==> src/rtl/bin_to_bcd_seq_if.sv <==
// Handshake and result bundle for bin_to_bcd_seq.
// The overflow signal exists only when BCD_OVERFLOW_EN is defined.
interface bin_to_bcd_seq_if #(
  parameter int unsigned BIN_W = 14
);
  logic             start;
  logic [BIN_W-1:0] bin_in;
  logic             busy;
  logic             done;
  logic [31:0]      digit_reg;
`ifdef BCD_OVERFLOW_EN
  logic             overflow;
`endif

  modport master (
    output start, bin_in,
    input  busy, done, digit_reg
`ifdef BCD_OVERFLOW_EN
    , overflow
`endif
  );

  modport slave (
    input  start, bin_in,
    output busy, done, digit_reg
`ifdef BCD_OVERFLOW_EN
    , overflow
`endif
  );
endinterface

==> src/rtl/bin_to_bcd_seq.sv <==
// Sequential shift-add-3 binary-to-BCD converter producing four packed BCD digits.
// Define BCD_OVERFLOW_EN to saturate results above 9999 to 9999 and flag overflow.
module bin_to_bcd_seq #(
  parameter int unsigned BIN_W = 14
) (
  input  logic             clk_10Hz,
  input  logic             reset,
  bin_to_bcd_seq_if.slave  bus
);
  localparam int unsigned CNT_W = $clog2(BIN_W);

  typedef enum logic [1:0] {IDLE, SHIFT, DONE} state_t;

  state_t           state_q, state_d;
  logic [BIN_W-1:0] shreg_q, shreg_d;
  logic [19:0]      scratch_q, scratch_d;
  logic [19:0]      adj;
  logic [CNT_W-1:0] cnt_q, cnt_d;
  logic [15:0]      digit_q, digit_d;
  logic             done_q, done_d;
`ifdef BCD_OVERFLOW_EN
  logic             ovf_q, ovf_d;
`endif

  always_comb begin
    state_d   = state_q;
    shreg_d   = shreg_q;
    scratch_d = scratch_q;
    cnt_d     = cnt_q;
    digit_d   = digit_q;
    done_d    = 1'b0;
    adj       = scratch_q;
`ifdef BCD_OVERFLOW_EN
    ovf_d     = ovf_q;
`endif
    // Add-3 correction on every nibble in parallel, ahead of the shift.
    for (int unsigned i = 0; i < 5; i++) begin
      if (scratch_q[4*i +: 4] >= 4'd5) begin
        adj[4*i +: 4] = scratch_q[4*i +: 4] + 4'd3;
      end
    end
    case (state_q)
      IDLE: begin
        if (bus.start) begin
          shreg_d   = bus.bin_in;
          scratch_d = '0;
          cnt_d     = '0;
          state_d   = SHIFT;
        end
      end
      SHIFT: begin
        {scratch_d, shreg_d} = {adj, shreg_q} << 1;
        cnt_d = cnt_q + 1'b1;
        if (cnt_q == CNT_W'(BIN_W - 1)) begin
          state_d = DONE;
        end
      end
      DONE: begin
        done_d  = 1'b1;
        digit_d = scratch_q[15:0];
`ifdef BCD_OVERFLOW_EN
        if (scratch_q[19:16] != 4'd0) begin
          digit_d = 16'h9999;
          ovf_d   = 1'b1;
        end else begin
          ovf_d   = 1'b0;
        end
`endif
        state_d = IDLE;
      end
      default: state_d = IDLE;
    endcase
  end

  always_ff @(posedge clk_10Hz or negedge reset) begin
    if (!reset) begin
      state_q   <= IDLE;
      shreg_q   <= '0;
      scratch_q <= '0;
      cnt_q     <= '0;
      digit_q   <= '0;
      done_q    <= 1'b0;
`ifdef BCD_OVERFLOW_EN
      ovf_q     <= 1'b0;
`endif
    end else begin
      state_q   <= state_d;
      shreg_q   <= shreg_d;
      scratch_q <= scratch_d;
      cnt_q     <= cnt_d;
      digit_q   <= digit_d;
      done_q    <= done_d;
`ifdef BCD_OVERFLOW_EN
      ovf_q     <= ovf_d;
`endif
    end
  end

  assign bus.busy      = (state_q != IDLE);
  assign bus.done      = done_q;
  assign bus.digit_reg = {16'h0000, digit_q};
`ifdef BCD_OVERFLOW_EN
  assign bus.overflow  = ovf_q;
`endif
endmodule

==> src/flat_wrapper.sv <==
// flat-port wrapper written by rule: the top's interface ports become plain ports
module bin_to_bcd_seq_flat 
#(
  parameter int unsigned BIN_W = 14
)
  (clk_10Hz, reset, bus_start, bus_bin_in, bus_busy, bus_done, bus_digit_reg);
  bin_to_bcd_seq_if #(.BIN_W(BIN_W)) bus_i ();
  input  logic clk_10Hz;
  input  logic reset;
  input wire logic [$bits(bus_i.start)-1:0] bus_start;
  input wire logic [$bits(bus_i.bin_in)-1:0] bus_bin_in;
  output wire logic [$bits(bus_i.busy)-1:0] bus_busy;
  output wire logic [$bits(bus_i.done)-1:0] bus_done;
  output wire logic [$bits(bus_i.digit_reg)-1:0] bus_digit_reg;
  assign bus_i.start = bus_start;
  assign bus_i.bin_in = bus_bin_in;
  assign bus_busy = bus_i.busy;
  assign bus_done = bus_i.done;
  assign bus_digit_reg = bus_i.digit_reg;
  bin_to_bcd_seq #(.BIN_W(BIN_W)) u_core (.clk_10Hz(clk_10Hz), .reset(reset), .bus(bus_i));
endmodule
==> config.mk <==
export PLATFORM = sky130hd
export DESIGN_NAME = bin_to_bcd_seq_flat
export DESIGN_NICKNAME = d
export VERILOG_FILES = /design/src/rtl/bin_to_bcd_seq_if.sv /design/src/rtl/bin_to_bcd_seq.sv /design/src/flat_wrapper.sv
export SDC_FILE = /design/constraint.sdc
export NUM_CORES = 1
export LEC_CHECK = 0
export CAP_MARGIN = 20
export CORE_MARGIN = 3
export CORE_UTILIZATION = 47
export DETAILED_ROUTE_END_ITERATION = 8
export PLACE_DENSITY = 0.76
export SETUP_SLACK_MARGIN = 0.5
export SYNTH_ARGS = -nofsm -noshare
export SYNTH_HDL_FRONTEND = slang
export SYNTH_SLANG_ARGS = --single-unit
export TNS_END_PERCENT = 10
==> constraint.sdc <==
create_clock -name clk_10Hz -period 1.4 [get_ports clk_10Hz]
set_input_delay 0.35 -clock clk_10Hz [delete_from_list [all_inputs] [get_ports clk_10Hz]]
set_output_delay 0.35 -clock clk_10Hz [all_outputs]
set_load 0.03 [all_outputs]
### Yosys cells after proc, flatten, opt, wreduce, memory -nomap -nowiden

Cells that the tools add are included.

| word-level totals | value |
|---|---|
| flip-flop bits (word level) | 57 |
| latch bits | 0 |
| RAM bits | 0 |
| memory bits (read-only) | 0 |
| memories kept | 0 |

| operators by class | value |
|---|---|
| $add $sub $neg | 6 |
| multiply operators | 0 |
| div/mod/pow operators | 0 |
| order comparisons | 5 |
| equality and inequality tests | 5 |
| shift-type cells | 0 |
| muxes and demuxes | 15 |
| bitwise operators | 0 |
| reduce and logical (&&, ||, !) cells | 5 |

Operators with widths:

| kind | count |
|---|---|
| case mux 20 bit (2 select lines) | 1 |
| case mux 14 bit (2 select lines) | 1 |
| >= comparator 4 x 3 -> 1 bit, second input constant | 5 |
| 2-to-1 mux 20 bit | 1 |
| 2-to-1 mux 4 bit | 5 |
| adder 4 x 2 -> 4 bit, second input constant | 4 |
| 2-to-1 mux 14 bit | 1 |
| case mux 4 bit (2 select lines) | 1 |
| adder 4 x 1 -> 4 bit, second input constant | 1 |
| == test 4 bit, second input constant | 1 |
| 2-to-1 mux 2 bit | 2 |
| case mux 2 bit (2 select lines) | 1 |
| AND reduction 2 bit | 2 |
| nonzero test 2 bit | 2 |
| adder 3 x 2 -> 3 bit, second input constant | 1 |
| 2-to-1 mux 3 bit | 1 |
| == test 2 x 1 -> 1 bit, second input constant | 1 |
| == test 2 bit, second input constant | 1 |
| zero test 2 bit | 1 |
| != test 2 x 1 -> 1 bit, second input constant | 1 |
| != test 2 bit, second input constant | 1 |
| 2-to-1 mux 1 bit | 1 |

### Depth between registers and ports, before layout

| depth | value |
|---|---|
| depth in word-level cells | 3 |
| depth in mapped cells | 6 |

### Least setup slack after synthesis

No wires, ideal clock.

| timing path | value |
|---|---|
| path type | reg-to-output |
| start point | reg u_core.state_q[1] |
| end point | out bus_busy |
| arrival | 1.040 ns |
| data required time | 1.050 ns |
| slack | 0.010 ns |
| cell stages (with the launch flop) | 4 |
| buffers on the path | 2 |
| path through | dfrtp_1 -> buf_6 -> buf_2 -> or2_2 |

| on the way | value |
|---|---|
| word-level cells in the longest chain between the ends | 1 |

Ends and longest elaborated chain:

| item | line | RTL |
|---|---|---|
| from (decl) | bin_to_bcd_seq.sv:14 | `state_t state_q, state_d;` |
| from (signal assigned) | bin_to_bcd_seq.sv:87 | `state_q <= state_d;` |
| nonzero test 2 bit | bin_to_bcd_seq.sv:99 | `assign bus.busy = (state_q != IDLE);` |
| to (decl) | flat_wrapper.sv:12 | `output wire logic [$bits(bus_i.busy)-1:0] bus_busy;` |

Every way passes these cells.

### Worst setup path in the final report

| timing path | value |
|---|---|
| start point | reg u_core.state_q[0] |
| end point | out bus_busy |

The elaborated chain is that of the path after synthesis.

==> impl_metrics.py <==
metrics = {
    "run_status": {
        "status": "finished with violations",
        "failed_checks": "hold timing, setup timing",
    },
    "critical_path": {
        "cp-end-kind": "output port",
        "worst-r2r-setup-slack_ns": -0.11,
        "critical_path.max_fanout": 6,
        "worstPathArrival_ns": 1.25,
        "worstSetupStartpointType": "register",
        "cp.required_ns": 1.05,
        "crit_type": "register to output port",
    },
    "detailed_routing": {
        "postRouteAntennaNets": 0,
        "drc": 0,
        "drt_iter0_drc": 187,
        "routed-via-count": 2092,
        "via_per_inst": 5.24,
        "wl_um": 6150,
        "firstDrtPassIters": 4,
        "post_drt_wl_per_cell_um": 15.4,
    },
    "clocking": {
        "clk-insertion-delay-late_ns": 0.31,
        "cts_buffers": 5,
        "numClockSinks": 53,
        "cts_max_level": 2,
        "clkTransAtPathRegs_ns": 0.10,
        "cts_buffer_depth": 2,
        "cts-root-buf": "clkbuf_8",
        "tritoncts": "done",
    },
    "floorplan": {
        "die_y_um": 82.1,
        "row_count": 27,
        "start_util": 0.491,
        "pin_count": 51,
        "die_area_mm2": 0.00674,
        "die_w_um": 82.1,
        "coreArea_mm2": 0.00554,
    },
    "sta": {
        "finalCritPeriodShare": 1.14,
        "finalHoldViolations": 12,
        "finalSetupViolCount": 28,
        "clock.fmax_ghz": 0.626,
        "worst_hold_slack_ns": -0.0539,
        "timing.setup.tns_ns": -1.47,
        "finClkSkew_ns": 0.00676,
        "finalMaxSlewViolations": 0,
        "min_period_ns": 1.60,
        "rsz0062_at_grt": "true",
        "worst_slack_ns": -0.196,
    },
    "pwr": {
        "power_density_mw_per_mm2": 2230,
        "ir_drop_mv": 0.967,
        "p_leak_uw": 0.00166,
    },
    "yosys": {
        "ys_ff_latch": 53,
        "syn-instance-count": 262,
        "syn_area_mm2": 0.00272,
        "yosysWarnings": 0,
        "synth_seq_area_share": 0.487,
        "synth_area_per_cell_um2": 10.4,
        "synth_cell_types": 38,
    },
    "cells_and_area": {
        "diodes": 0,
        "drive_gt1_frac": 0.388,
        "fin_area_mm2": 0.00372,
        "fill_cells": 401,
        "fin_nets": 353,
        "stdcell_count": 399,
        "multi_input_area_mm2": 0.00145,
        "syn_to_final_growth_pct": 36.7,
        "regArea_mm2": 0.00133,
    },
    "flow_run": {
        "drv_cap": 0,
    },
    "global_routing": {
        "grt.total_usage": 0.167,
        "grt_max_degree": 27,
        "antenna_found_initial": 0,
        "grt_pass1_wl_um": 8770,
        "grt_pass1_vias": 1901,
        "grt_overflow": 0,
    },
    "placement": {
        "finalWeightedCongestion": 0.756,
        "dp.cells": 363,
        "placedInstanceArea_mm2": 0.00321,
        "numPortBuffers": 34,
        "dp_hpwl_um": 3610,
    },
    "min_path": {
        "hp-class": "input port to async pin",
    },
}
-- worst max-delay path, stage by stage (launching register included) --
cell	delay, ns
dfrtp_1	0.44
buf_12	0.15
or2_4	0.22
buf_6	0.13
-- report_power, final --
part | switching, uW | internal (uW) | leakage [uW] | total (uW)
sequential | 658 | 2120 | 0.000693 | 2780
clock | 527 | 352 | 0.0000364 | 879
combinational | 2300 | 2330 | 0.000926 | 4630
-- routing by layer --
| layer | up-vias | wire length, um | track usage | part of all wire |
|---|---|---|---|---|
| met5 | - | 0 | 0 | 0 |
| met4 | 0 | 63 | 0.0415 | 0.010 |
| met3 | 7 | 238 | 0.0369 | 0.039 |
| met2 | 56 | 3100 | 0.277 | 0.50 |
| met1 | 1023 | 2750 | 0.221 | 0.45 |
| li1 | 1006 | - | - | - |
-- cells in the mapped netlist --
cell,count,area share
dfrtp_1,53,0.49
nand2_1,31,0.043
o21ai_0,31,0.057
buf_4,17,0.047
a21oi_1,13,0.024
a22oi_1,13,0.036
ha_1,10,0.046
inv_1,10,0.014
nand3_1,10,0.018
nor2b_1,9,0.021
buf_6,7,0.029
o21ai_1,6,0.011
mux2_2,5,0.021
nor3_1,5,0.0092
buf_2,4,0.0074
nand2b_1,4,0.0092
xnor2_1,4,0.013
mux2_4,3,0.017
o311ai_0,3,0.0097
a21oi_2,2,0.0064
and2b_1,2,0.0055
nor2_1,2,0.0028
o31ai_2,2,0.0092
xor2_1,2,0.0064
a22o_1,1,0.0032
a32o_1,1,0.0037
a41oi_1,1,0.0032
clkbuf_1,1,0.0014
conb_1,1,0.0014
inv_6,1,0.0032
mux2i_1,1,0.0037
nand2_4,1,0.0041
nand2b_4,1,0.0051
nor2_8,1,0.0074
nor3b_1,1,0.0028
o21bai_4,1,0.0069
o311ai_1,1,0.0032
or2_2,1,0.0023
-- per-stage QoR --
step / util / power (uW) / setup WS (ns)
6_report: 0.671 / 8300 / -0.196
5_1_grt: 0.671 / 8850 / -0.228
4_1_cts: 0.612 / 7240 / -0.173
3_5_place_dp: 0.579 / 6170 / -0.398
3_3_place_gp: 0.579 / 6040 / -0.326
2_1_floorplan: - / 5340 / 0.112
-- layout by cell type (no fill, tap or decap), types with 3 or more instances in the layout --
cell             count
mux2_2               5
o21ai_0             11
a21oi_1             11
a22oi_2             11
nand2_1             31
ha_4                 5
buf_12               4
nor2b_1              9
buf_4               23
inv_2                8
o311ai_1             3
clkdlybuf4s50_1     14
o21ai_1             25
clkbuf_8             5
ha_2                 3
a21oi_4              4
buf_6               25
mux2_4               3
conb_1              16
dfrtp_1             51
nand3_1              5
xnor2_1              4
clkinvlp_4           3
nor3_1               4
nand3_2              5
nand2b_4             5
-- area by class of cell --
class                           instances  share of cell area
Clock inverter                          3             0.00605
Tap cell                               72              0.0242
Timing Repair Buffer                   69               0.189
Sequential cell                        53               0.357
Inverter                               11              0.0145
Clock buffer                            5              0.0185
Multi-Input combinational cell        186               0.391
-- state kept, by name, indices dropped and copies added, names as in the netlist --
register,cells
u_core.shreg_q,14
u_core.cnt_q,4
u_core.scratch_q,16
u_core.digit_q,16
u_core.bus.done,1
u_core.state_q,2
-- worst paths after layout --
check | cells past startpoint | startpoint | endpoint
worst min-delay path | 1 | reset | u_core.digit_q[5]$_DFFE_PN0P_
min in group clk_10Hz | 2 | u_core.digit_q[12]$_DFFE_PN0P_ | u_core.digit_q[12]$_DFFE_PN0P_
worst max-delay path | 3 | u_core.state_q[0]$_DFFE_PN0P_ | bus_busy
worst min register to register | 2 | u_core.digit_q[12]$_DFFE_PN0P_ | u_core.digit_q[12]$_DFFE_PN0P_
max in group asynchronous | 2 | reset | u_core.state_q[1]$_DFFE_PN0P_
worst max register to register | 8 | u_core.state_q[0]$_DFFE_PN0P_ | u_core.shreg_q[7]$_DFFE_PN0P_
-- what timing repair did --
| action | 4_1_cts | 5_1_grt |
|---|---|---|
| pin swaps | 11 | 15 |
| gates cloned | 0 | 2 |
| resized for setup | 112 | 54 |
| endpoints found under the hold margin | 12 | 12 |
| setup buffers | 7 | 19 |
| setup endpoints to repair | 71 | 71 |
-- kinds of logic after synthesis --
kind of cell / after synthesis / synth area share
simple gates: 68 / 0.130
compound gates: 75 / 0.173
xor+xnor: 6 / 0.0193
fa+ha+maj: 10 / 0.0460
flops: 53 / 0.487
other cells: 1 / 0.00138
mux: 9 / 0.0409
buf+inv: 40 / 0.102
No activity file was read; power rests on OpenSTA's default activity.
